`config.mk`:
```
export PLATFORM = sky130hd
export DESIGN_NAME = ex_div_ctrl
export DESIGN_NICKNAME = d
export VERILOG_FILES = /design/src/rtl/ex_div_ctrl_pkg.sv /design/src/rtl/ex_div_ctrl.sv
export SDC_FILE = /design/constraint.sdc
export NUM_CORES = 1
export LEC_CHECK = 0
export ABC_AREA = 1
export BUFFER_PORTS_ARGS = -buffer_cell sky130_fd_sc_hd__buf_2
export CORE_AREA = 2 2 104 106
export CTS_CLUSTER_SIZE = 24
export DETAILED_ROUTE_END_ITERATION = 10
export DIE_AREA = 0 0 106 108
export GPL_TIMING_DRIVEN = 1
export HOLD_SLACK_MARGIN = 0.15
export PLACE_DENSITY = 0.84
export SLEW_MARGIN = 10
export SYNTH_ARGS = -nofsm -noshare
export SYNTH_HDL_FRONTEND = slang
export SYNTH_SLANG_ARGS = --single-unit
```
`constraint.sdc`:
```
create_clock -name clk -period 2 [get_ports clk]
set_input_delay 0.4 -clock clk [delete_from_list [all_inputs] [get_ports clk]]
set_output_delay 0.4 -clock clk [all_outputs]
set_load 0.005 [all_outputs]
```
`src/rtl/ex_div_ctrl_pkg.sv`:
```
// Shared encodings for the EX-stage divider initiator.
// Widths and handshake levels match the divider it drives.
package ex_div_ctrl_pkg;

  localparam int unsigned RegBus       = 32;
  localparam int unsigned DoubleRegBus = 64;

  localparam logic DivStart       = 1'b1;
  localparam logic DivStop        = 1'b0;
  localparam logic DivResultReady = 1'b1;
  localparam logic FlushDisable   = 1'b0;

  // Two start-low cycles let a divider stuck in its end path return to free.
  localparam logic [1:0] AbortCycles = 2'd2;

  typedef enum logic [1:0] {
    ExDivIdle  = 2'b00,
    ExDivBusy  = 2'b01,
    ExDivDone  = 2'b10,
    ExDivAbort = 2'b11
  } ex_div_state_e;

endpackage

```
`src/rtl/ex_div_ctrl.sv`:
```
// EX-stage initiator for the iterative divider: issues start/annul, stalls EX
// until the {rem, quo} pair returns, and presents it for HI/LO writeback.
module ex_div_ctrl
  import ex_div_ctrl_pkg::*;
(
  input  logic                    clk,
  input  logic                    resetn,
  input  logic                    ex_div_valid_i,
  input  logic                    ex_div_signed_i,
  input  logic [RegBus-1:0]       ex_rs_i,
  input  logic [RegBus-1:0]       ex_rt_i,
  input  logic                    flush_i,
  input  logic                    stall_i,
  output logic                    stall_req_o,
  output logic                    result_valid_o,
  output logic [DoubleRegBus-1:0] result_o,
  output logic                    div_start_o,
  output logic                    div_annul_o,
  output logic                    div_signed_o,
  output logic [RegBus-1:0]       div_op1_o,
  output logic [RegBus-1:0]       div_op2_o,
  input  logic [DoubleRegBus-1:0] div_result_i,
  input  logic                    div_ready_i
);

  ex_div_state_e           r_state, w_state_nxt;
  logic [1:0]              r_abort_cnt, w_abort_cnt_nxt;
  logic [RegBus-1:0]       r_op1, r_op2;
  logic                    r_sgn;
  logic [DoubleRegBus-1:0] r_result;
  logic                    w_accept;
  logic                    w_latch_result;

  always_ff @(posedge clk) begin
    if (!resetn) begin
      r_state     <= ExDivIdle;
      r_abort_cnt <= 2'd0;
      r_op1       <= '0;
      r_op2       <= '0;
      r_sgn       <= 1'b0;
      r_result    <= '0;
    end else begin
      r_state     <= w_state_nxt;
      r_abort_cnt <= w_abort_cnt_nxt;
      if (w_accept) begin
        r_op1 <= ex_rs_i;
        r_op2 <= ex_rt_i;
        r_sgn <= ex_div_signed_i;
      end
      if (w_latch_result) begin
        r_result <= div_result_i;
      end
    end
  end

  always_comb begin
    w_state_nxt     = r_state;
    w_abort_cnt_nxt = r_abort_cnt;
    w_accept        = 1'b0;
    w_latch_result  = 1'b0;
    stall_req_o     = 1'b0;
    result_valid_o  = 1'b0;
    div_start_o     = DivStop;
    div_annul_o     = 1'b0;

    unique case (r_state)
      ExDivIdle: begin
        if (ex_div_valid_i && (flush_i == FlushDisable)) begin
          w_accept    = 1'b1;
          stall_req_o = 1'b1;
          w_state_nxt = ExDivBusy;
        end
      end
      ExDivBusy: begin
        stall_req_o = 1'b1;
        // A flush outranks a same-cycle ready: the result is dropped.
        if (flush_i != FlushDisable) begin
          div_annul_o     = 1'b1;
          w_abort_cnt_nxt = AbortCycles;
          w_state_nxt     = ExDivAbort;
        end else begin
          div_start_o = DivStart;
          if (div_ready_i == DivResultReady) begin
            w_latch_result = 1'b1;
            w_state_nxt    = ExDivDone;
          end
        end
      end
      ExDivDone: begin
        result_valid_o = !flush_i;
        if (flush_i || !stall_i) begin
          w_state_nxt = ExDivIdle;
        end
      end
      ExDivAbort: begin
        div_annul_o     = 1'b1;
        stall_req_o     = ex_div_valid_i;
        w_abort_cnt_nxt = r_abort_cnt - 2'd1;
        if (r_abort_cnt <= 2'd1) begin
          w_state_nxt = ExDivIdle;
        end
      end
      default: begin
        w_state_nxt = ExDivIdle;
      end
    endcase
  end

  // Operands come from registers so they stay fixed for the divider's sign fixup.
  assign div_op1_o    = r_op1;
  assign div_op2_o    = r_op2;
  assign div_signed_o = r_sgn;
  assign result_o     = r_result;

endmodule

```
Word level (Yosys, flattened, before mapping)
Index checks and enable logic that the tools add are counted.
- equality and inequality tests: 8
- magnitude comparators: 1
- add/sub/neg operators: 1
- reduce and logical (&&, ||, !) cells: 8
- bitwise operators: 1
- muxes and demuxes: 19
- operator list (kind ; number):
    2-to-1 mux 2 bit ; 6
    2-to-1 mux 1 bit ; 9
    != test 2 bit (second input constant) ; 4
    case mux 2 bit (4 select lines) ; 1
    == test 2 bit (second input constant) ; 2
    case mux 2 bit (2 select lines) ; 1
    AND reduction 4 bit ; 1
    != test 3 bit (second input constant) ; 1
    case mux 1 bit (3 select lines) ; 1
    == test 2 x 1 -> 1 bit (second input constant) ; 1
    <= comparator 2 x 1 -> 1 bit (second input constant) ; 1
    logical NOT 1 bit ; 2
    logical NOT 2 bit ; 1
    case mux 1 bit (2 select lines) ; 1
    AND reduction 2 bit ; 1
    nonzero test 2 bit ; 1
    subtractor 2 x 1 -> 2 bit (second input constant) ; 1
    logical AND 1 bit ; 1
    logical OR 1 bit ; 1
    inverter 1 bit ; 1
- output and inout bits: 133
- word-level logic and storage cells: 44
- input bits: 135
- flip-flop bits (word level): 133

Longest topological paths before layout
Gate-level depths: netlist of run 1.
- depth in word-level cells: 4
- gate-level depth with buffers: 10
- gate-level depth less buffers: 10

Worst setup path after synthesis of run 1
Ideal clock, no wire load.
- path kind: register to output
- from: register r_state[1]
- to: output port stall_req_o
- stages on the path, launching flop included: 6
- setup slack: 0.620 ns
- path buffers: 2
- arrival: 0.980 ns
- path through: dfxtp_1 -> nor2_1 -> nand3_2 -> buf_6 -> buf_2 -> nand2_1
- cells in the longest elaborated chain, start to end: 2
- elaborated cells between the ends (all ways): 4
- classes of those cells: eq/ne: 2; mux: 1; reduce/logical: 1
- RTL lines (what ; line ; text):
    start: declaration ; ex_div_ctrl.sv:26 ; ex_div_state_e r_state, w_state_nxt;
    start signal: assignment ; ex_div_ctrl.sv:36 ; r_state <= ExDivIdle;
    start signal: assignment ; ex_div_ctrl.sv:43 ; r_state <= w_state_nxt;
    == test 2 bit (tied with other cells) ; ex_div_ctrl.sv:66 ; unique case (r_state)
    case mux 1 bit (3 select lines) (*) ; ex_div_ctrl.sv:66 ;
    end: declaration ; ex_div_ctrl.sv:14 ; output logic stall_req_o,
Every way passes the cells marked *; elsewhere a longest branch is shown, timed or not.

Final worst setup path of run 1
- from: register r_state[1]
- to: output port div_annul_o
- cells in the longest elaborated chain, start to end: 2
- elaborated cells between the ends (all ways): 3
- classes of those cells: eq/ne: 2; mux: 1
- RTL lines (what ; line ; text):
    == test 2 bit / == test 2 x 1 -> 1 bit (equally long branches) ; ex_div_ctrl.sv:66 ;
    case mux 1 bit (2 select lines) (*) ; ex_div_ctrl.sv:66 ;
    end: declaration ; ex_div_ctrl.sv:18 ; output logic div_annul_o,
Marks and branches as above.

==> results of run 1 <==
per-stage QoR:
| stage | utilization, % | cells |
|---|---|---|
| final | 71.41 | 1066 |
| after CTS | 71.31 | 1065 |
| after detailed placement | 60.30 | 973 |
| after global placement | 60.30 | 973 |
| after global routing | 71.41 | 1066 |
| after floorplan | - | 606 |
cell type report:
type | instances | area, sq um
fillers | 773 | 2925
flip-flops and latches | 133 | 2663
repair buffers | 334 | 2032
multi-input cells | 359 | 1649
clock buffers | 18 | 427.9
inverters | 73 | 276.5
well taps | 136 | 170.2
clock inverters | 13 | 87.58
power by group through the flow:
| stage | clock (mW) | combinational, mW | sequential, mW |
|---|---|---|---|
| 2_1_floorplan | 0 | 0.868 | 3.34 |
| 3_3_place_gp | 0 | 1.51 | 3.29 |
| 3_5_place_dp | 0 | 1.54 | 3.31 |
| 4_1_cts | 2.72 | 1.64 | 3.25 |
| 5_1_grt | 2.85 | 1.88 | 3.31 |
| 6_report | 2.66 | 1.68 | 3.27 |
registers in the layout, indices dropped and copies added (netlist names):
register,count
div_op1_o,32
div_op2_o,32
div_signed_o,1
r_abort_cnt,2
r_state,2
result_o,64
critical path, cell delays in order (launching register included):
cell                      delay (ps)
sky130_fd_sc_hd__dfxtp_1         440
sky130_fd_sc_hd__inv_2            60
sky130_fd_sc_hd__nand2_2          90
sky130_fd_sc_hd__nor2_4           50
sky130_fd_sc_hd__nor2_1          130
sky130_fd_sc_hd__buf_2           150
cell families (layout without fill, tap and decap cells):
family	Yosys count	in the layout	share of synthesized area (%)
adders and majority gates	1	1	0.2576
and+or+nand+nor	158	158	12.70
AOI/OAI and AO/OA	200	200	20.79
DFF	133	133	54.82
buffers and inverters	114	438	11.44
repair_timing:
| action | in CTS | in global routing |
|---|---|---|
| setup endpoints to repair | 0 | 1 |
| hold buffers | 61 | 0 |
| gates resized for setup | 0 | 1 |
| buffers inserted | 0 | 1 |
| endpoints found under the hold margin | 61 | 0 |
metal layers:
layer	track usage, %	vias up
li1	-	2559
met1	27.46	2284
met2	42.49	250
met3	8.861	33
met4	10.71	2
met5	0	-
how the worst max path moves through the flow:
stage / to / cells after the start / startpoint
finish: div_annul_o / 5 / r_state[1]$_SDFFE_PN0P_
global route: result_o[2]$_SDFFE_PN0P_ / 7 / r_state[1]$_SDFFE_PN0P_
CTS: stall_req_o / 4 / r_state[1]$_SDFFE_PN0P_
detailed placement: result_o[0]$_SDFFE_PN0P_ / 6 / flush_i
global placement: div_op1_o[0]$_SDFFE_PN0P_ / 6 / flush_i
floorplan: stall_req_o / 5 / r_state[1]$_SDFFE_PN0P_
layout by cell type, fill, tap and decap left out:
cell type	instances
sky130_fd_sc_hd__inv_4	1
sky130_fd_sc_hd__clkbuf_8	2
sky130_fd_sc_hd__nor2_1	139
sky130_fd_sc_hd__clkinv_4	2
sky130_fd_sc_hd__buf_4	4
sky130_fd_sc_hd__buf_2	266
sky130_fd_sc_hd__clkinvlp_4	6
sky130_fd_sc_hd__nand2_2	1
sky130_fd_sc_hd__o21ai_2	2
sky130_fd_sc_hd__dlygate4sd3_1	61
sky130_fd_sc_hd__nand2_1	14
sky130_fd_sc_hd__nand2_4	1
sky130_fd_sc_hd__dfxtp_1	133
sky130_fd_sc_hd__a21oi_1	66
sky130_fd_sc_hd__a31oi_1	1
sky130_fd_sc_hd__nor2_4	1
sky130_fd_sc_hd__buf_12	3
sky130_fd_sc_hd__ha_1	1
sky130_fd_sc_hd__o21ai_0	73
sky130_fd_sc_hd__nor2_2	1
sky130_fd_sc_hd__o21ai_1	58
sky130_fd_sc_hd__clkinv_2	5
sky130_fd_sc_hd__clkbuf_16	16
sky130_fd_sc_hd__inv_1	71
sky130_fd_sc_hd__nand3_4	1
sky130_fd_sc_hd__inv_2	1
==> Implementation_results.wiki, run 1 <==
{| class="wikitable"
! Metric !! Value
|-
| Status || completed
|-
| Slew at the pin with the worst max-slew slack || 541.8 ps
|-
| Sequential share of power || 42.9%
|-
| CORE AREA || 10230 sq um
|-
| Wire length of the first global-routing pass || roughly 22 mm
|-
| Synthesized area per cell || about 8.0 sq um
|-
| Final estimated routing congestion in global placement || 0.8173
|-
| TritonCTS clock tree || built
|-
| Number of nets in the layout || about 1100
|-
| Routed wl met3 || 1.413 mm
|-
| Clk buf depth || 2
|-
| CTS buffer count || 17
|-
| Final slew viol count || 0
|-
| Type of the worst setup path || register to output port
|-
| Post-synthesis instance area || 4857 sq um
|-
| Starting Density || a little under half
|-
| Worst hold path cell count || 3
|-
| Post-synthesis instance total || 606
|-
| Reg-to-reg setup timing slack || 270 ps
|-
| Count of routing violations after the opening detailed-route iteration || 306
|-
| Final worst path period share || roughly nine tenths
|-
| H-tree Lvls || 4
|-
| Final standard cell area without fillers || 7306 sq um
|-
| Worst reg2reg path startpoint || r_state[1]$_SDFFE_PN0P_
|-
| Floorplan die height || 108 um
|-
| Unrepaired setup endpoints after global routing || false
|-
| Via count of the first global-routing pass || approximately 4700
|-
| Via density per instance || 4.811
|-
| Worst setup margin || 184.7 ps
|-
| Ys flop type || sky130_fd_sc_hd__dfxtp_1
|-
| Met1 routed wirelength after detailed routing || 5.537 mm
|-
| Worst-Skew Late Latency || 500 ps
|-
| Fraction of final layout cells sized beyond drive strength 1 || 33.66%
|-
| Worst-case headroom to the max-slew limit || a little under two thirds
|-
| PortBufs || 267
|-
| Maxcap violations || 0
|-
| Cell area after placement || 6170 sq um
|-
| List of most frequent post-synthesis cells || sky130_fd_sc_hd__nor2_1, sky130_fd_sc_hd__dfxtp_1, sky130_fd_sc_hd__o21ai_0
|-
| Pin count of the biggest net entering global routing || 134
|-
| Worst-path maximum fanout || 6
|-
| Seq/Total Area, Yosys || between 50% and 60%
|-
| Top-area cell type share of the netlist area || 54.82%
|-
| Count of unique library cells instantiated by Yosys || 21
|-
| Total of flip-flops plus latches after synthesis || approximately 130
|-
| Maximum ir drop on the vdd rail || 553.0 uV
|-
| Final antenna-violating net count || 0
|-
| HP Class || input pin to register
|-
| Cell type contributing the most total cell area after synthesis || sky130_fd_sc_hd__dfxtp_1
|-
| Number of enable flip-flop cells after synthesis || 0
|-
| Final TNS setup || 0 ps
|-
| Share of synthesized registers carrying an async set or reset || 0%
|-
| Syn Nets || 742
|-
| Category of the worst setup path capture point || output port
|-
| Relative area change from synthesis to final layout || 50.41%
|-
| Total track usage || between 20% and 30%
|-
| Min Clock Period, post-route || 1815 ps
|-
| Clock tree root buffer cell || sky130_fd_sc_hd__clkbuf_8
|-
| Register clock-pin slew on the reported worst setup and hold paths || around 60 ps
|-
| Routed length on met2 || 7.244 mm
|-
| Drt wl/cell || 13.65 um
|-
| Fraction of power spent switching nets || 29.75%
|-
| Critical Path Start Type || register
|-
| Internal Pwr Total || 5.347 mW
|-
| I/O pin total || 268
|-
| Psw || roughly 2.3 mW
|-
| Number of remaining DRC errors || 0
|-
| Total number of placement rows || 37
|-
| Fmax || 0.5509 GHz
|-
| Hold Path Sink || div_op1_o[31]$_SDFFE_PN0P_
|-
| Remaining global-route overflow || 0
|-
| HP Start || ex_rs_i[31]
|-
| Die Outline Area || 11450 sq um
|-
| Final Total Pwr || 7.611 mW
|-
| Via total after detailed routing || 5128
|-
| Capture instance of the worst register-to-register path || result_o[2]$_SDFFE_PN0P_
|-
| Number of sinks handled by clock tree synthesis || 133
|-
| Detailed-routing iteration count for the pre-antenna-repair pass || 5
|-
| Uppermost signal routing layer after detailed routing || met5
|-
| Antenna violations before repair || 1
|-
| Data arrival time at the worst-slack endpoint || 1420 ps
|-
| Main area contributors after synthesis || sky130_fd_sc_hd__dfxtp_1, sky130_fd_sc_hd__nor2_1, sky130_fd_sc_hd__o21ai_0
|-
| Leakage Power || 3.472 nW
|-
| Final hold violation count || 0
|-
| Yosys warning count || 0
|-
| Post-route worst hold slack || 178.9 ps
|-
| Endpoint required time on the critical path || 1600 ps
|-
| Cell depth of the worst flop-to-flop path || 7
|-
| Logic gate share of total power || 22.1%
|-
| Die Wd || 106 um
|-
| Final worst clock skew || 6.845 ps
|-
| Power per cell area || 1042 nW/um^2
|-
| Clock power frac || 35.0%
|-
| Worst setup slack before clock tree synthesis || 398.4 ps
|-
| Detailed placer's ending HPWL || 8.805 mm
|-
| Finish-stage setup viols || 0
|-
| Final routed wirelength across all metal layers || between 10 and 15 mm
|-
| Cell with the most instances after synthesis || sky130_fd_sc_hd__nor2_1
|-
| Antenna diode instance count || 0
|}
No activity file was read; power rests on OpenSTA's default activity.
==> run 2: changes to the inputs <==
SETUP_SLACK_MARGIN = 0.2   (was default)
==> run 2 against run 1 <==
Effect of this change:
- register-to-register slack better by 140 ps
- via count decreased by 0.45%
- global-route usage about the same
- largest cell class unchanged
- final cell count is the same
- maximum frequency grew 5.4%
- die area did not move
==> Implementation_results.wiki, run 2 (synthesized netlist as in run 1, its figures left out) <==
{| class="wikitable"
! Metric !! Value
|-
| Antenna violations before repair || 1
|-
| Footprint of the multi-input gates || ~1600 sq um
|-
| Largest stage delay on the critical path || 360 ps
|-
| Floorplan die height || about 110 um
|-
| Clock tree root buffer cell || sky130_fd_sc_hd__clkbuf_8
|-
| Internal Pwr Total || between 5 and 6 mW
|-
| Final TNS setup || 0 ps
|-
| Final Total Pwr || 7.612 mW
|-
| Data arrival time at the worst-slack endpoint || 1320 ps
|-
| Drt wl/cell || 13.61 um
|-
| Wire length of the first global-routing pass || 22.40 mm
|-
| Final estimated routing congestion in global placement || 0.8173
|-
| Number of inserted filler cells in the final layout || 771
|-
| H-tree Lvls || 4
|-
| List of cells traversed by the critical path || inv_2 -> nand2_2 -> nor2_4 -> nor2_1 -> buf_2
|-
| Sequential share of power || 43.0%
|-
| HP Start || ex_rt_i[12]
|-
| Number of sinks handled by clock tree synthesis || 133
|-
| Worst setup slack before clock tree synthesis || around 400 ps
|-
| Type of the worst setup path || register to output port
|-
| PortBufs || 267
|-
| Endpoint required time on the critical path || ~1600 ps
|-
| Fraction of power spent switching nets || 29.65%
|-
| Starting Density || 47.47%
|-
| Power per cell area || 1041 nW/um^2
|-
| Antenna diode instance count || 0
|-
| I/O pin total || 268
|-
| Total number of placement rows || 37
|-
| Worst setup margin || 278.1 ps
|-
| TritonCTS clock tree || built
|-
| Final worst path period share || 86.09%
|-
| Number of nets in the layout || 1054
|-
| CP delay by family, top || flip-flops
|-
| Worst reg2reg path startpoint || r_state[1]$_SDFFE_PN0P_
|-
| Die Wd || roughly 110 um
|-
| Die Outline Area || 11450 sq um
|-
| Hold Path Sink || div_op2_o[12]$_SDFFE_PN0P_
|-
| Status || completed
|-
| Final hold violation count || 0
|-
| Register clock-pin slew on the reported worst setup and hold paths || ~60 ps
|-
| Finish-stage setup viols || 0
|-
| Remaining global-route overflow || 0
|-
| Number of remaining DRC errors || 0
|-
| Cell depth of the worst flop-to-flop path || 8
|-
| Bufs and invs on worst path || 2
|-
| Number of flip-flops under the largest register name || 64
|-
| Maxcap violations || 0
|-
| Detailed-routing iteration count for the pre-antenna-repair pass || 5
|-
| Via total after detailed routing || 5105
|-
| Worst-Skew Late Latency || 490 ps
|-
| Final slew viol count || 0
|-
| Commonest non-fill, non-tap cell in the layout || sky130_fd_sc_hd__buf_2
|-
| Fraction of final layout cells sized beyond drive strength 1 || 33.87%
|-
| Critical Path Start Type || register
|-
| CORE AREA || between 10000 and 15000 sq um
|-
| Min Clock Period, post-route || about 1700 ps
|-
| Detailed placer's ending HPWL || 8.805 mm
|-
| Fmax || 0.5808 GHz
|-
| Via count of the first global-routing pass || around 4700
|-
| Capture instance of the worst register-to-register path || result_o[31]$_SDFFE_PN0P_
|-
| Reg-to-reg setup timing slack || 410 ps
|-
| Final worst clock skew || 5.818 ps
|-
| Maximum ir drop on the vdd rail || between 500 and 600 uV
|-
| Unrepaired setup endpoints after global routing || true
|-
| Register area || between 2000 and 3000 sq um
|-
| Via density per instance || roughly 4.8
|-
| Count of routing violations after the opening detailed-route iteration || ~330
|-
| HP Class || input pin to register
|-
| Worst hold path cell count || 3
|-
| Psw || between 2 and 2.5 mW
|-
| Clock power frac || 34.9%
|-
| Slowest cell on crit path || sky130_fd_sc_hd__dfxtp_4
|-
| CTS buffer count || 17
|-
| Leakage Power || around 3.5 nW
|-
| Total track usage || 24.62%
|-
| Pin count of the biggest net entering global routing || ~130
|-
| Worst-case headroom to the max-slew limit || 67.70%
|-
| Final routed wirelength across all metal layers || 14.51 mm
|-
| Relative area change from synthesis to final layout || 50.59%
|-
| Slew at the pin with the worst max-slew slack || 484.5 ps
|-
| Worst-path maximum fanout || 6
|-
| Final standard cell utilization of the core || 71.49%
|-
| Highest-count cells in the layout ignoring fill and taps || sky130_fd_sc_hd__buf_2, sky130_fd_sc_hd__nor2_1, sky130_fd_sc_hd__dfxtp_1, sky130_fd_sc_hd__o21ai_0, sky130_fd_sc_hd__inv_1
|-
| Category of the worst setup path capture point || output port
|-
| Final antenna-violating net count || 0
|-
| Clk buf depth || 2
|-
| Logic gate share of total power || 22.1%
|}
==> run 2: changes by cell type in the layout (fill, tap and decap cells not counted) <==
cell,change
sky130_fd_sc_hd__buf_4,-1
sky130_fd_sc_hd__buf_6,+1
sky130_fd_sc_hd__dfxtp_1,-2
sky130_fd_sc_hd__dfxtp_2,+1
sky130_fd_sc_hd__dfxtp_4,+1
==> run 2: how the worst max path moves through the flow <==
| stage | startpoint | endpoint | slack [ps] | cells past startpoint |
|---|---|---|---|---|
| after floorplan | r_state[1]$_SDFFE_PN0P_ | stall_req_o | 620 | 5 |
| after global placement | flush_i | div_op1_o[0]$_SDFFE_PN0P_ | 440 | 6 |
| after detailed placement | flush_i | result_o[0]$_SDFFE_PN0P_ | 400 | 6 |
| after CTS | r_state[1]$_SDFFE_PN0P_ | div_annul_o | 230 | 5 |
| after global routing | r_state[1]$_SDFFE_PN0P_ | div_annul_o | 190 | 5 |
| final | r_state[1]$_SDFFE_PN0P_ | div_annul_o | 280 | 5 |
==> run 2: power by group through the flow <==
stage	registers [mW]	logic (mW)	clock network (mW)
global route	3.32	1.88	2.85
CTS	3.26	1.65	2.72
global placement	3.29	1.51	0
finish	3.27	1.68	2.66
detailed placement	3.31	1.54	0
floorplan	3.34	0.868	0
==> run 2: layer usage <==
layer	share of wire (%)	track usage (%)	vias to the layer above
met2	50	42.72	242
met5	0.090	0	-
met3	9.2	8.861	35
met4	2.5	10.71	2
met1	38	27.34	2266
li1	-	-	2560
==> run 2: repair_timing <==
action / in CTS / in global routing
gates resized for setup: 3 / 2
setup endpoints to repair: 2 / 2
pin swaps: 1 / 0
setup buffers: 1 / 0
hold endpoints to repair: 61 / 0
hold buffers: 61 / 0
==> run 2: cell type report <==
cell class	count	share of cell area, %
flip-flops and latches	133	36.47
repair buffers	334	27.83
multi-input cells	359	22.55
clock buffers	18	5.850
inverters	73	3.780
well taps	136	2.326
clock inverters	13	1.197
==> run 2: per-stage QoR <==
stage	hold slack (ps)	std cells	instance area [sq um]
after floorplan	439.7	606	4857
after global placement	428.9	973	6170
after detailed placement	433.2	973	6170
after CTS	150.2	1066	7308
after global routing	160.0	1066	7315
final	182.9	1066	7315
==> run 2: worst min-delay path: stages <==
cell	delay, ps
sky130_fd_sc_hd__buf_2	70
sky130_fd_sc_hd__o21ai_0	70
sky130_fd_sc_hd__a21oi_1	100
==> run 3: changes to the inputs <==
CTS_CLUSTER_SIZE = 14   (was 24)
SETUP_SLACK_MARGIN = 0.5   (was 0.2)
TNS_END_PERCENT = 10   (was default)
==> run 3 against run 2 <==
Effect of this change:
- hold slack got worse by 5.8 ps
- final area increased by 2.9%
- largest cell class unchanged
- sequential cell count did not move
- largest power group unchanged
- highest routed layer unchanged
- total power rose by 3.3%
==> Implementation_results.wiki, run 3 (synthesized netlist as in run 1, its figures left out) <==
{| class="wikitable"
! Metric !! Value
|-
| Leakage Power || 3.556 nW
|-
| Relative area change from synthesis to final layout || 54.92%
|-
| Psw || 2.374 mW
|-
| Via total after detailed routing || 5201
|-
| CORE AREA || 10230 sq um
|-
| Cell area after placement || 6170 sq um
|-
| Final slew viol count || 0
|-
| Detailed placer's ending HPWL || roughly 9 mm
|-
| H-tree Lvls || 4
|-
| Internal Pwr Total || ~5.5 mW
|-
| HP Class || input pin to register
|-
| Final worst clock skew || 5.792 ps
|-
| Category of the worst setup path capture point || output port
|-
| Sequential share of power || 41.9%
|-
| Worst setup margin || 311.7 ps
|-
| Maxcap violations || 0
|-
| CP delay by family, top || flip-flops
|-
| Status || completed
|-
| Post-route worst hold slack || 177.0 ps
|-
| Floorplan die height || 108 um
|-
| Fraction of power spent switching nets || between 30% and 40%
|-
| Type of the worst setup path || register to output port
|-
| Final routed wirelength across all metal layers || 15.27 mm
|-
| Final std cells w/o fill || roughly 1100
|-
| Die Outline Area || ~11000 sq um
|-
| Unrepaired setup endpoints after global routing || true
|-
| Total number of placement rows || 37
|-
| Final TNS setup || 0 ps
|-
| Via density per instance || around 4.8
|-
| Commonest non-fill, non-tap cell in the layout || sky130_fd_sc_hd__buf_2
|-
| Fmax || roughly 0.59 GHz
|-
| Number of sinks handled by clock tree synthesis || 133
|-
| Endpoint required time on the critical path || 1600 ps
|-
| Power per cell area || 1045 nW/um^2
|-
| Finish-stage setup viols || 0
|-
| Critical Path Start Type || register
|-
| Data arrival time at the worst-slack endpoint || 1290 ps
|-
| Min Clock Period, post-route || 1688 ps
|-
| Cell total after placement || 973
|-
| I/O pin total || 268
|-
| List of cells traversed by the critical path || inv_4 -> o21ai_1 -> nand2_2 -> buf_6
|-
| Antenna violations before repair || 1
|-
| Number of flip-flops under the largest register name || 64
|-
| Pin count of the biggest net entering global routing || 134
|-
| Via count of the first global-routing pass || between 4000 and 5000
|-
| Final standard cell utilization of the core || 73.55%
|-
| Total track usage || 24.81%
|-
| Wire length of the first global-routing pass || 22.59 mm
|-
| Logic gate share of total power || around a quarter
|-
| CTS buffer count || 17
|-
| Bufs and invs on worst path || 2
|-
| Final worst path period share || 84.41%
|-
| Worst-path maximum fanout || 5
|-
| Clock power frac || about a third
|-
| Slew at the pin with the worst max-slew slack || about 500 ps
|-
| Die Wd || 106 um
|-
| Count of routing violations after the opening detailed-route iteration || approximately 340
|-
| Final estimated routing congestion in global placement || 0.8173
|-
| TritonCTS clock tree || built
|-
| Worst-Skew Late Latency || 500 ps
|-
| Number of remaining DRC errors || 0
|-
| PortBufs || 267
|-
| Largest stage delay on the critical path || 390 ps
|-
| Remaining global-route overflow || 0
|-
| Highest-count cells in the layout ignoring fill and taps || sky130_fd_sc_hd__buf_2, sky130_fd_sc_hd__nor2_1, sky130_fd_sc_hd__dfxtp_1, sky130_fd_sc_hd__o21ai_0, sky130_fd_sc_hd__inv_1
|-
| Drt wl/cell || between 10 and 15 um
|-
| Final hold violation count || 0
|-
| Slowest cell on crit path || sky130_fd_sc_hd__dfxtp_4
|-
| Number of nets in the layout || 1063
|-
| Worst setup slack before clock tree synthesis || 398.4 ps
|-
| Maximum ir drop on the vdd rail || approximately 550 uV
|-
| Final Total Pwr || 7.863 mW
|-
| Final standard cell area without fillers || ~7500 sq um
|-
| Final antenna-violating net count || 0
|-
| Antenna diode instance count || 0
|-
| Detailed-routing iteration count for the pre-antenna-repair pass || 4
|-
| Worst-case headroom to the max-slew limit || 67.60%
|-
| Fraction of final layout cells sized beyond drive strength 1 || 35.36%
|-
| Starting Density || 47.47%
|-
| Clk buf depth || 2
|-
| Clock tree root buffer cell || sky130_fd_sc_hd__clkbuf_8
|-
| Register clock-pin slew on the reported worst setup and hold paths || 60 ps
|}
[run 3: area by class of cell]
| class | count | area [sq um] |
|---|---|---|
| clock buffer | 18 | 427.9 |
| clock inverter | 13 | 87.58 |
| fill | 734 | 2706 |
| inverter | 73 | 291.5 |
| multi-input combinational | 359 | 1697 |
| sequential | 133 | 2670 |
| tap | 136 | 170.2 |
| timing repair buffer | 343 | 2181 |
[run 3: worst register-to-register path: stages, from the launching register on]
cell and delay (ps):
sky130_fd_sc_hd__dfxtp_4 370, sky130_fd_sc_hd__inv_4 70, sky130_fd_sc_hd__nand2_4 50, sky130_fd_sc_hd__nor2_4 130, sky130_fd_sc_hd__buf_4 170, sky130_fd_sc_hd__nand2_8 100
sky130_fd_sc_hd__clkinv_8 90, sky130_fd_sc_hd__buf_16 160, sky130_fd_sc_hd__nor2_1 70, sky130_fd_sc_hd__nor2_1 170
[run 3: final timing paths]
path / slack [ps] / start / cells after the start / endpoint
max: 310 / r_state[1]$_SDFFE_PN0P_ / 4 / stall_req_o
min: 180 / ex_rs_i[21] / 3 / div_op1_o[21]$_SDFFE_PN0P_
max reg2reg: 510 / r_state[1]$_SDFFE_PN0P_ / 9 / result_o[31]$_SDFFE_PN0P_
min reg2reg: 440 / div_op1_o[8]$_SDFFE_PN0P_ / 2 / div_op1_o[8]$_SDFFE_PN0P_
[run 3: power by group through the flow]
stage | Clock (mW) | Combinational, mW | Sequential [mW]
2_1_floorplan | 0 | 0.868 | 3.34
3_3_place_gp | 0 | 1.51 | 3.29
3_5_place_dp | 0 | 1.54 | 3.31
4_1_cts | 2.72 | 1.69 | 3.27
5_1_grt | 2.86 | 2.09 | 3.34
6_report | 2.67 | 1.89 | 3.30
[run 3: repair_timing]
action                                 4_1_cts  5_1_grt
setup endpoints to repair                   55       67
gates resized for setup                     11       23
cloned                                       0        2
pin swaps                                    2        5
hold buffers                                61        0
endpoints found under the hold margin       61        0
setup buffers                                3        5
[run 3: metal layers]
| layer | GRT usage, % | wire length (um) | vias up |
|---|---|---|---|
| met3 | 9.042 | 1406 | 44 |
| met4 | 11.56 | 430 | 2 |
| met2 | 42.76 | 7609 | 245 |
| li1 | - | - | 2579 |
| met5 | 0 | 13 | - |
| met1 | 27.42 | 5810 | 2331 |
